===== config.mk =====
export PLATFORM = sky130hd
export DESIGN_NAME = balance_cntrl
export DESIGN_NICKNAME = d
export VERILOG_FILES = /design/src/rtl/balance_cntrl.sv
export SDC_FILE = /design/constraint.sdc
export NUM_CORES = 1
export LEC_CHECK = 0
export CORE_ASPECT_RATIO = 1.4
export CORE_MARGIN = 2
export CORE_UTILIZATION = 40
export CTS_BUF_LIST = sky130_fd_sc_hd__clkbuf_4
export DETAILED_ROUTE_END_ITERATION = 10
export GPL_TIMING_DRIVEN = 0
export PLACE_DENSITY = 0.7
export SYNTH_ARGS = -nofsm -noshare
export SYNTH_HDL_FRONTEND = slang
export SYNTH_SLANG_ARGS = --single-unit
export TNS_END_PERCENT = 30

===== constraint.sdc =====
create_clock -name clk -period 14.31 [get_ports clk]
set_input_delay 1.431 -clock clk [delete_from_list [all_inputs] [get_ports clk]]
set_output_delay 1.431 -clock clk [all_outputs]
set_load 0.02 [all_outputs]

===== src/rtl/balance_cntrl.sv =====
// balance_cntrl -- PID balance controller for a self-balancing platform.
//
// Turns a signed pitch error into left/right motor magnitude and direction.
// A PID sum, with optional steering from the load cells, is shaped into a
// motor command for each side.
//
// Ports:
//   clk          in   1   sole clock, rising edge
//   rst_n        in   1   asynchronous active-low reset
//   vld          in   1   new pitch sample strobe (integrates and shifts the error queue)
//   ptch         in  16   signed pitch error
//   ld_cell_diff in  12   signed load-cell difference, used for steering
//   rider_off    in   1   rider absent; clears the integrator
//   en_steer     in   1   steering enable
//   lft_spd      out 11   left motor magnitude (unsigned, saturated)
//   lft_rev      out  1   left motor reverse
//   rght_spd     out 11   right motor magnitude (unsigned, saturated)
//   rght_rev     out  1   right motor reverse
//
// The outputs are combinational from the current inputs and the registered
// state (integrator and error queue). They are not registered.
module balance_cntrl (
  input  logic        clk,
  input  logic        rst_n,
  input  logic        vld,
  input  logic [15:0] ptch,
  input  logic [11:0] ld_cell_diff,
  input  logic        rider_off,
  input  logic        en_steer,
  output logic [10:0] lft_spd,
  output logic        lft_rev,
  output logic [10:0] rght_spd,
  output logic        rght_rev
);

  localparam logic signed [14:0] P_COEFF         = 15'sd14;
  localparam logic signed [12:0] D_COEFF         = 13'sd20;
  localparam logic signed [16:0] LOW_TORQUE_BAND = 17'sd70;
  localparam logic signed [15:0] GAIN_MULTIPLIER = 16'sd15;
  localparam logic signed [15:0] MIN_DUTY        = 16'sd980;

  // Clamp the 16b pitch error into the 10b signed range.
  function automatic logic signed [9:0] sat10(input logic signed [15:0] v);
    if (v > 16'sd511) begin
      sat10 = 10'sd511;
    end else if (v < -16'sd512) begin
      sat10 = -10'sd512;
    end else begin
      sat10 = v[9:0];
    end
  endfunction

  // Clamp the 11b derivative difference into the 7b signed range.
  function automatic logic signed [6:0] sat7(input logic signed [10:0] v);
    if (v > 11'sd63) begin
      sat7 = 7'sd63;
    end else if (v < -11'sd64) begin
      sat7 = -7'sd64;
    end else begin
      sat7 = v[6:0];
    end
  endfunction

  // Torque shaping. Large torques get a fixed duty offset to overcome motor
  // dead band. Small torques get a high gain. A torque of exactly +/-70
  // takes the offset path.
  function automatic logic signed [15:0] shape(input logic signed [15:0] t);
    logic signed [16:0] t_ext;
    logic signed [16:0] t_abs;
    t_ext = {t[15], t};
    t_abs = t_ext[16] ? -t_ext : t_ext;
    if (t_abs >= LOW_TORQUE_BAND) begin
      if (t[15]) begin
        shape = t - MIN_DUTY;
      end else begin
        shape = t + MIN_DUTY;
      end
    end else begin
      shape = t * GAIN_MULTIPLIER;
    end
  endfunction

  // Magnitude of a shaped command, saturated to 11 bits.
  function automatic logic [10:0] mag11(input logic signed [15:0] c);
    logic signed [16:0] c_ext;
    logic signed [16:0] c_abs;
    c_ext = {c[15], c};
    c_abs = c_ext[16] ? -c_ext : c_ext;
    if (c_abs > 17'sd2047) begin
      mag11 = 11'h7FF;
    end else begin
      mag11 = c_abs[10:0];
    end
  endfunction

  logic signed [9:0]  err_sat_s;
  logic signed [14:0] p_term_s;
  logic signed [17:0] integ_r;
  logic signed [17:0] err_ext_s;
  logic signed [17:0] integ_sum_s;
  logic               integ_ovf_s;
  logic signed [14:0] i_term_s;
  logic signed [9:0]  q1_r;
  logic signed [9:0]  q2_r;
  logic signed [10:0] d_diff_s;
  logic signed [6:0]  d_sat_s;
  logic signed [12:0] d_term_s;
  logic signed [15:0] pid_s;
  logic signed [15:0] steer_s;
  logic signed [15:0] lft_torque_s;
  logic signed [15:0] rght_torque_s;
  logic signed [15:0] lft_comp_s;
  logic signed [15:0] rght_comp_s;

  assign err_sat_s = sat10(ptch);
  assign p_term_s  = {{5{err_sat_s[9]}}, err_sat_s} * P_COEFF;

  // Overflow happens only when both addends have the same sign and the sum's
  // sign differs. In that case the integrator holds its value instead of wrapping.
  assign err_ext_s   = {{8{err_sat_s[9]}}, err_sat_s};
  assign integ_sum_s = integ_r + err_ext_s;
  assign integ_ovf_s = (integ_r[17] == err_ext_s[17]) && (integ_sum_s[17] != integ_r[17]);
  assign i_term_s    = {{3{integ_r[17]}}, integ_r[17:6]};

  assign d_diff_s = {err_sat_s[9], err_sat_s} - {q2_r[9], q2_r};
  assign d_sat_s  = sat7(d_diff_s);
  assign d_term_s = {{6{d_sat_s[6]}}, d_sat_s} * D_COEFF;

  assign pid_s   = {p_term_s[14], p_term_s} + {i_term_s[14], i_term_s}
                 + {{3{d_term_s[12]}}, d_term_s};
  assign steer_s = {{7{ld_cell_diff[11]}}, ld_cell_diff[11:3]};

  // Integrator: rider_off clears it first, and vld accumulates unless the add would overflow.
  always_ff @(posedge clk or negedge rst_n) begin
    if (!rst_n) begin
      integ_r <= 18'sd0;
    end else if (rider_off) begin
      integ_r <= 18'sd0;
    end else if (vld && !integ_ovf_s) begin
      integ_r <= integ_sum_s;
    end else begin
      integ_r <= integ_r;
    end
  end

  // Two-deep error history for the derivative. It shifts on vld even while the rider is off.
  always_ff @(posedge clk or negedge rst_n) begin
    if (!rst_n) begin
      q1_r <= 10'sd0;
      q2_r <= 10'sd0;
    end else if (vld) begin
      q1_r <= err_sat_s;
      q2_r <= q1_r;
    end else begin
      q1_r <= q1_r;
      q2_r <= q2_r;
    end
  end

  // Steering mix: split the PID torque differentially when steering is enabled.
  always_comb begin
    lft_torque_s  = pid_s;
    rght_torque_s = pid_s;
    if (en_steer) begin
      lft_torque_s  = pid_s - steer_s;
      rght_torque_s = pid_s + steer_s;
    end else begin
      lft_torque_s  = pid_s;
      rght_torque_s = pid_s;
    end
  end

  assign lft_comp_s  = shape(lft_torque_s);
  assign rght_comp_s = shape(rght_torque_s);

  assign lft_rev  = lft_comp_s[15];
  assign lft_spd  = mag11(lft_comp_s);
  assign rght_rev = rght_comp_s[15];
  assign rght_spd = mag11(rght_comp_s);

endmodule


==> metrics.txt <==
status complete, but fails checks; failing checks setup timing; post-route setup slack -0.06116 ns; cell family with most CP delay compound AO/OA/AOI/OAI gates; # nets final 2097; CP max stage delay 0.49 ns; CP most frequent cell ha_4; Mapped Nets about 1900; number of endpoints failing setup at the final stage 10; Post-synth EDFFs 0; WHS 0.4874 ns; maximum clock path buffer count 2; Starting Density around 40%; post-synthesis sequential area ratio 7.501%; gpl congestion approximately 0.86; Tcrit/Tclk final 100.4%; GRT overflow 0; largest fanout on the critical path 5; critical path data required time 12.88 ns; H-Tree Depth 2; Die Y 214.6 um; first-pass GRT wire length around 57000 um; # diodes 0; Syn Inst Count between 1500 and 2000; HPWL Detailed 26770 um; Clock Latency Late Sink 0.35 ns; startpoint type of the worst setup path input pin; Total GRT Usage 20.45%; largest net degree at the start of global routing 39; CTS buffer count 5; Post-Syn Area roughly 0.013 sq mm; P&R area growth vs syn 26.77%; Synth cell types a little under 100; Period minus WS final around 14 ns; yosys warns 0; Post-DRT Antenna Nets 0; clk_skew 0.005516 ns; main flop type after synthesis dfrtp_1; final hold vios 0; clk root buf clkbuf_4; TritonCTS clock tree done; Vias about 12000; worst path bufs/invs 11; # hold bufs at CTS 0; Slew @ Worst Pin 0.9822 ns; asr flop ratio synth 100.0%; Arr. time, crit path 12.94 ns; WL/cell ~17 um; number of synthesized register bits 38; layout cells sized above 1 23.30%; endpoint type of the worst setup path primary output; max frequency 69.58 MHz; slowest CP cell or4_4; Reg clk slew, reported paths 0.11 ns; Cell Rows 77; IO Port Bufs 52; WL final 36360 um; vias per cell 5.606; RSZ-0062 raised after global routing yes; Slew HR 34.52%; initial antenna violation count 0; DRC 0; Hold WC Path Type flop to flop; Syn Area/Cell roughly 7.9 sq um; DIE WIDTH approximately 150 um; DRT iter0 DRCs 558; kind of critical path input pin to primary output; die area 0.03315 sq mm; vias in the first global route approximately 12000; Ports 57; Core Footprint 0.03141 sq mm; max-slew violation count 0; # clock sinks 38; fillers 2846; drt pass-1 iters 5; max cap viols 0
-- cells in the final DEF (no fill, tap or decap), types with 39 or more instances in the layout --
cell type,count
inv_1,205
xor2_1,39
a21oi_1,84
fa_1,72
mux2i_1,49
ha_1,170
o21ai_0,53
nand2_1,102
buf_4,121
xnor2_1,69
nor2_1,103
-- flip-flops by register name, indices dropped and copies added, names as in the netlist --
signal and cells:
integ_r 18, q1_r 10, q2_r 10
-- cell usage after synthesis (22+ instances only) --
cell type  number  share of area, %
a21o_1         39               2.3
a21oi_1       106               4.2
dfrtp_1        38               7.5
fa_1           76                12
ha_1          198                20
inv_1         221               6.5
mux2i_1        53               4.2
nand2_1       102               3.0
nand2b_1       24               1.2
nand3_1        28               1.1
nor2_1        113               3.3
nor2b_1        22               1.1
nor3_1         37               1.5
o21a_1         23               1.4
o21ai_0        74               2.9
xnor2_1        79               5.5
xor2_1         42               2.9
-- layer usage --
layer,vias up,GRT usage (%),routed length (um)
met5,-,0,0
met4,0,7.068,1355
met3,84,1.435,1087
met2,282,39.46,19380
met1,5932,23.41,14530
li1,5952,-,-
-- metrics by stage --
stage / util, % / cell area, sq um / setup WS (ns) / instances / TNS [ns]
finish: 51.17 / 16070 / -0.06116 / 2185 / -0.4214
global placement: 43.78 / 13750 / -3.057 / 2048 / -58.98
floorplan: - / 12740 / 0.02676 / 1601 / 0
CTS: 48.20 / 15140 / 0.01875 / 2141 / 0
global route: 51.17 / 16070 / -0.4479 / 2185 / -7.763
detailed placement: 43.78 / 13750 / -3.388 / 2049 / -66.57
-- repair_timing --
item,CTS,global route
setup buffers,86,46
setup endpoints to repair,24,24
resized for setup,268,137
cloned,1,0
pin swaps,90,100
-- worst min-delay path: stages, from the launching register on --
cell and delay, ns:
dfrtp_1 0.35, nand2_1 0.05, o21ai_0 0.06
-- path summary, 6_finish.rpt --
path / start / end / slack, ns / cells after the start
hold / removal: q1_r[2] / q2_r[2] / 0.49 / 2
hold reg to reg: q1_r[2] / q2_r[2] / 0.49 / 2
max in group asynchronous: rst_n / q2_r[6] / 12.61 / 1
setup reg to reg: integ_r[1] / integ_r[13] / 9.61 / 18
min in group asynchronous: rst_n / q1_r[8] / 1.18 / 1
setup / recovery: ptch[13] / rght_spd[3] / -0.06 / 63
-- layout make-up --
class / instances / area, sq um / area share [%]
flip-flops and latches: 38 / 950.9 / 5.917
well taps: 395 / 494.2 / 3.075
inverters: 226 / 857.1 / 5.333
clock buffers: 5 / 37.54 / 0.2336
plain buffers: 37 / 206.4 / 1.285
multi-input cells: 1298 / 11970 / 74.47
repair buffers: 184 / 1546 / 9.623
clock inverters: 2 / 10.01 / 0.06229
-- cells by family after synthesis --
logic type | Yosys count | share of synthesized area (%)
AND/OR/NAND/NOR | 422 | 16.39
adder cells (fa/ha/maj) | 276 | 31.70
XOR/XNOR | 124 | 8.922
multiplexers | 71 | 5.833
buffers and inverters | 265 | 8.182
flip-flops | 38 | 7.501
AO/OA/AOI/OAI | 405 | 21.47
Power is left out: the tool's default activity adds up to more than one toggle a clock period on the data nets, which glitch-free logic cannot reach.
==> patch 1, RTL diff (same settings) <==
Reset style: synchronous (`rst_n`), changed in 2 clocked blocks. Comments in the files are not updated.
--- a/src/rtl/balance_cntrl.sv
+++ b/src/rtl/balance_cntrl.sv
@@ -132,5 +132,5 @@
 
   // Integrator: rider_off clears it first, and vld accumulates unless the add would overflow.
-  always_ff @(posedge clk or negedge rst_n) begin
+  always_ff @(posedge clk) begin
     if (!rst_n) begin
       integ_r <= 18'sd0;
@@ -145,5 +145,5 @@
 
   // Two-deep error history for the derivative. It shifts on vld even while the rider is off.
-  always_ff @(posedge clk or negedge rst_n) begin
+  always_ff @(posedge clk) begin
     if (!rst_n) begin
       q1_r <= 10'sd0;
Function: changed (Yosys sat finds a counterexample within 4 cycles, from zero or initial values and one cycle with rst_n low; the reset may be asserted at any time).
==> patch 1 against the unedited design <==
The flow still finishes with violations (negative setup slack); setup slack worse by 0.18 ns; clock skew up 0.0034 ns; non-clock buffer count up 4; die area down 0.15%; final area up 0.88%; wire length about the same; synthesized area down 0.16%; final cell count up 0.32%; sequential cell count unchanged.
Power is left out: the tool's default activity adds up to more than one toggle a clock period on the data nets, which glitch-free logic cannot reach.
==> patch 1: results (changes against the unedited design) <==
INFO  metric run_status = finished, violations left
INFO  metric violations = negative setup slack
INFO  metric antenna_cells = 0 (unchanged)
INFO  metric timing.critical_path.slowest_stage_cell = sky130_fd_sc_hd__fa_1
INFO  metric dp.final_hpwl = 26.77 mm (about the same)
INFO  metric timing.slew.headroom = 26.01% (-8.5 points)
INFO  metric final_cell_count_no_fill = 2192 (+0.32%)
INFO  metric synthXorXnorAreaFrac = 10.04% (+1.1 points)
INFO  metric async_flop_share = 0% (-100 points)
INFO  metric mappedNetlistNets = 1916 (+0.42%)
INFO  metric fin_setup_tns = -4.479 ns (-4.058 ns)
INFO  metric routed_wl = 36.38 mm (about the same)
INFO  metric clock_insertion_delay_worst_skew = 0.39 ns (+0.04 ns)
INFO  metric muxShareOfSynthArea = 6.188% (+0.36 points)
INFO  metric synth-adder-area-share = 31.67% (about the same)
INFO  metric hold_path.class = reg -> reg
INFO  metric synth_compound_area_share = 20.92% (-0.55 points)
INFO  metric yosysWarningCount = 0 (unchanged)
INFO  metric global_route_wire_length_before_repair = 57.10 mm (-0.56%)
INFO  metric final_critical_path_setup_slack = -0.2406 ns (-0.1794 ns)
INFO  metric final_layout_size_suffix_gt1_share = 23.43% (+0.13 points)
INFO  metric yosys-top-cells-count = sky130_fd_sc_hd__inv_1 (217), sky130_fd_sc_hd__ha_1 (198), sky130_fd_sc_hd__nor2_1 (116), sky130_fd_sc_hd__a21oi_1 (106), sky130_fd_sc_hd__xnor2_1 (95)
INFO  metric gr-usage-all-layers = 20.51% (+0.057 points)
INFO  metric vias_per_cell = 5.598 (-0.16%)
INFO  metric num_cts_buffers = 5 (unchanged)
INFO  metric synth_cell_type_count = 89 (-8.2%)
INFO  metric dr.first_iter.drc_count = 605 (+8.4%)
INFO  metric netlist_top_cells_area = sky130_fd_sc_hd__ha_1 (20%), sky130_fd_sc_hd__fa_1 (12%), sky130_fd_sc_hd__xnor2_1 (6.6%), sky130_fd_sc_hd__inv_1 (6.4%), sky130_fd_sc_hd__dfxtp_1 (6.0%)
INFO  metric dpl-instance-area = 13840 sq um (+0.68%)
INFO  metric dp_slack = -3.098 ns (+0.2899 ns)
INFO  metric syn_area_per_cell = 7.866 sq um (-0.65%)
INFO  metric synth_seq_area_share = 6.010% (-1.5 points)
INFO  metric timing.clock.skew = 0.008909 ns (+0.003394 ns)
INFO  metric max_cap_viol_count = 0 (unchanged)
INFO  metric synth_ff_type = sky130_fd_sc_hd__dfxtp_1
INFO  metric place.gp.congestion = 0.8997 (+4.4%)
INFO  metric finalSetupViolations = 22 (+12)
INFO  metric first_global_vias = 12.26k (-0.62%)
INFO  metric final_nets = 2103 (+0.29%)
INFO  metric grt_max_degree = 14 (-64%)
## patch 1: cell types whose count changed in the layout (fill, tap and decap cells not counted), sizes merged, moves of 7 or more
cell    before  now
xnor2       81   95
nor3        38   31
nor2b       22   40
mux2i       54   70
dfxtp        0   38
dfrtp       38    0
o21bai      16   23
o21a        23    6
mux2        17    7
nand2      112   83
## patch 1: path summary, 6_finish.rpt
path / start / endpoint / slack (ns) / depth (start not counted)
setup / recovery: ptch[14] / lft_spd[3] / -0.24 / 58
hold / removal: integ_r[0] / integ_r[0] / 0.52 / 2
setup reg to reg: integ_r[1] / integ_r[7] / 9.57 / 18
hold reg to reg: integ_r[0] / integ_r[0] / 0.52 / 2
## patch 1: layout make-up
type / count / area (sq um)
Buffer: 41 / 250.2
Clock inverter: 3 / 68.82
Inverter: 222 / 854.6
Tap cell: 395 / 494.2
Clock buffer: 5 / 37.54
Multi-Input combinational cell: 1304 / 12170
Timing Repair Buffer: 184 / 1575
Sequential cell: 38 / 760.7
Fill cell: 2859 / 15200
## patch 1: what timing repair did
item                                    CTS  global route
pin swaps                                86            94
buffers inserted                         91            38
endpoints found under the setup margin   24            24
cloned                                    3             0
resized for setup                       297           109
## patch 1: layer usage
| metal | track usage, % | vias up | routed length, um |
|---|---|---|---|
| met5 | 0 | - | 0 |
| met4 | 8.457 | 0 | 1702 |
| met3 | 1.293 | 120 | 1076 |
| met2 | 39.91 | 323 | 19520 |
| met1 | 22.78 | 5859 | 14080 |
| li1 | - | 5968 | - |
## patch 1: cells by family after synthesis
group	after synthesis
fa+ha+maj	275
buf+inv	268
xor+xnor	143
flops	38
simple gates	415
mux	77
compound gates	393
==> patch 2, RTL diff (config.mk and constraints unchanged) <==
Made on the original files. Register the output `rght_spd`, with the module's reset; this adds one clock of latency there. The other outputs are not delayed to match.
--- a/src/rtl/balance_cntrl.sv
+++ b/src/rtl/balance_cntrl.sv
@@ -177,5 +177,11 @@
   assign lft_spd  = mag11(lft_comp_s);
   assign rght_rev = rght_comp_s[15];
-  assign rght_spd = mag11(rght_comp_s);
+  always_ff @(posedge clk or negedge rst_n) begin
+    if (!rst_n) begin
+      rght_spd <= '0;
+    end else begin
+      rght_spd <= mag11(rght_comp_s);
+    end
+  end
 
 endmodule
Function: changed (a bounded check fails within 4 cycles, from zero or initial values and one cycle with rst_n low).
==> patch 2 against the unedited design <==
Synthesized cell count is 8.7% higher; maximum frequency rose by 1.5%; critical endpoint is now lft_spd[6]; core utilization down 0.90 points; sequential cell count up 11; synthesized area is 11% higher; final area grew 8.7%; setup slack gained 0.21 ns; highest routed layer unchanged; clock skew rose by 0.0086 ns; wire length rose by 15%.
Power is left out: the tool's default activity adds up to more than one toggle a clock period on the data nets, which glitch-free logic cannot reach.
==> patch 2: results (changes against the unedited design) <==
INFO  metric synth_seq_area_share = 8.749% (+1.2 points)
INFO  metric rr_worst_depth = 58 (+40)
INFO  metric final_nets = 2219 (+5.8%)
INFO  metric timing.clock.skew = 0.01413 ns (+0.008614 ns)
INFO  metric met3RoutedLength = 1.302 mm (+20%)
INFO  metric reg_top3 = integ_r (18), rght_spd (11)
INFO  metric setup_fix_bufs_post_cts = 58 (-33%)
INFO  metric dp.final_hpwl = 31.27 mm (+17%)
INFO  metric rrSetupSlack = 2.25 ns (-7.36 ns)
INFO  metric final.period_utilization = 98.96% (-1.5 points)
INFO  metric routedLengthMet1 = 16.29 mm (+12%)
INFO  metric dp.cells = 2250 (+9.8%)
INFO  metric synth_compound_area_share = 24.41% (+2.9 points)
INFO  metric synth_cell_type_count = 111 (+14%)
INFO  metric synth-adder-area-share = 28.75% (-3.0 points)
INFO  metric gr-usage-all-layers = 21.41% (+0.95 points)
INFO  metric hold-path-endpoint = q2_r[8]
INFO  metric worst_pin_slew = 1.029 ns (+0.04640 ns)
INFO  metric dp_slack = -3.000 ns (+0.3886 ns)
INFO  metric global_route_wire_length_before_repair = 64.03 mm (+12%)
INFO  metric critical_path.startpoint = ptch[14]
INFO  metric first_global_vias = 13.21k (+7.1%)
INFO  metric cts_resized = 188 (-30%)
INFO  metric clkTransAtPathRegs = 0.19 ns (+0.08 ns)
INFO  metric crit_path_max_fanout = 7 (+2)
INFO  metric run_status = finished, final reports clean
INFO  metric globalRouteMet1Util = 23.54% (+0.13 points)
INFO  metric dr.first_iter.drc_count = 698 (+25%)
INFO  metric place.gp.congestion = 0.9247 (+7.3%)
INFO  metric yosys-top-cells-count = sky130_fd_sc_hd__inv_1 (226), sky130_fd_sc_hd__ha_1 (198), sky130_fd_sc_hd__nor2_1 (118), sky130_fd_sc_hd__nand2_1 (107), sky130_fd_sc_hd__a21oi_1 (94)
INFO  metric io_buffer_count = 53 (+1.9%)
INFO  metric netlist_top_cells_area = sky130_fd_sc_hd__ha_1 (18%), sky130_fd_sc_hd__fa_1 (11%), sky130_fd_sc_hd__dfrtp_1 (8.7%), sky130_fd_sc_hd__inv_1 (6.1%), sky130_fd_sc_hd__xnor2_1 (4.6%)
INFO  metric final_layout_size_suffix_gt1_share = 22.27% (-1.0 points)
INFO  metric final.hold.worst_slack = 0.5112 ns (+0.02385 ns)
INFO  metric critical_path.reg2reg.startpoint = q2_r[1]
INFO  metric muxShareOfSynthArea = 3.428% (-2.4 points)
INFO  metric timing.critical_path.slowest_cell_delay = 0.41 ns (-0.08 ns)
INFO  metric grtUsageMet3 = 1.877% (+0.44 points)
INFO  metric grtUsageMet2 = 41.03% (+1.6 points)
INFO  metric routed_wl = 41.86 mm (+15%)
INFO  metric synthXorXnorAreaFrac = 7.321% (-1.6 points)
INFO  metric met2RoutedLength = 21.83 mm (+13%)
-- patch 2: cell count changes after synthesis, moves of 7 or more --
cell,change
sky130_fd_sc_hd__o21ai_0,+13
sky130_fd_sc_hd__and3_1,+7
sky130_fd_sc_hd__a21oi_1,-12
sky130_fd_sc_hd__o311a_1,+7
sky130_fd_sc_hd__nand3b_1,+7
sky130_fd_sc_hd__o31ai_1,+12
sky130_fd_sc_hd__o211ai_1,+11
sky130_fd_sc_hd__nand3_1,+19
sky130_fd_sc_hd__nor3_1,+8
sky130_fd_sc_hd__dfrtp_1,+11
sky130_fd_sc_hd__mux2i_1,-26
sky130_fd_sc_hd__nor3b_1,+8
-- patch 2: final cells by class --
class / count / area [sq um]
Clock inverter: 3 / 28.78
Multi-Input combinational cell: 1409 / 12990
Sequential cell: 49 / 1226
Tap cell: 456 / 570.5
Inverter: 232 / 902.1
Clock buffer: 5 / 37.54
Buffer: 48 / 321.6
Fill cell: 3170 / 17290
Timing Repair Buffer: 167 / 1395
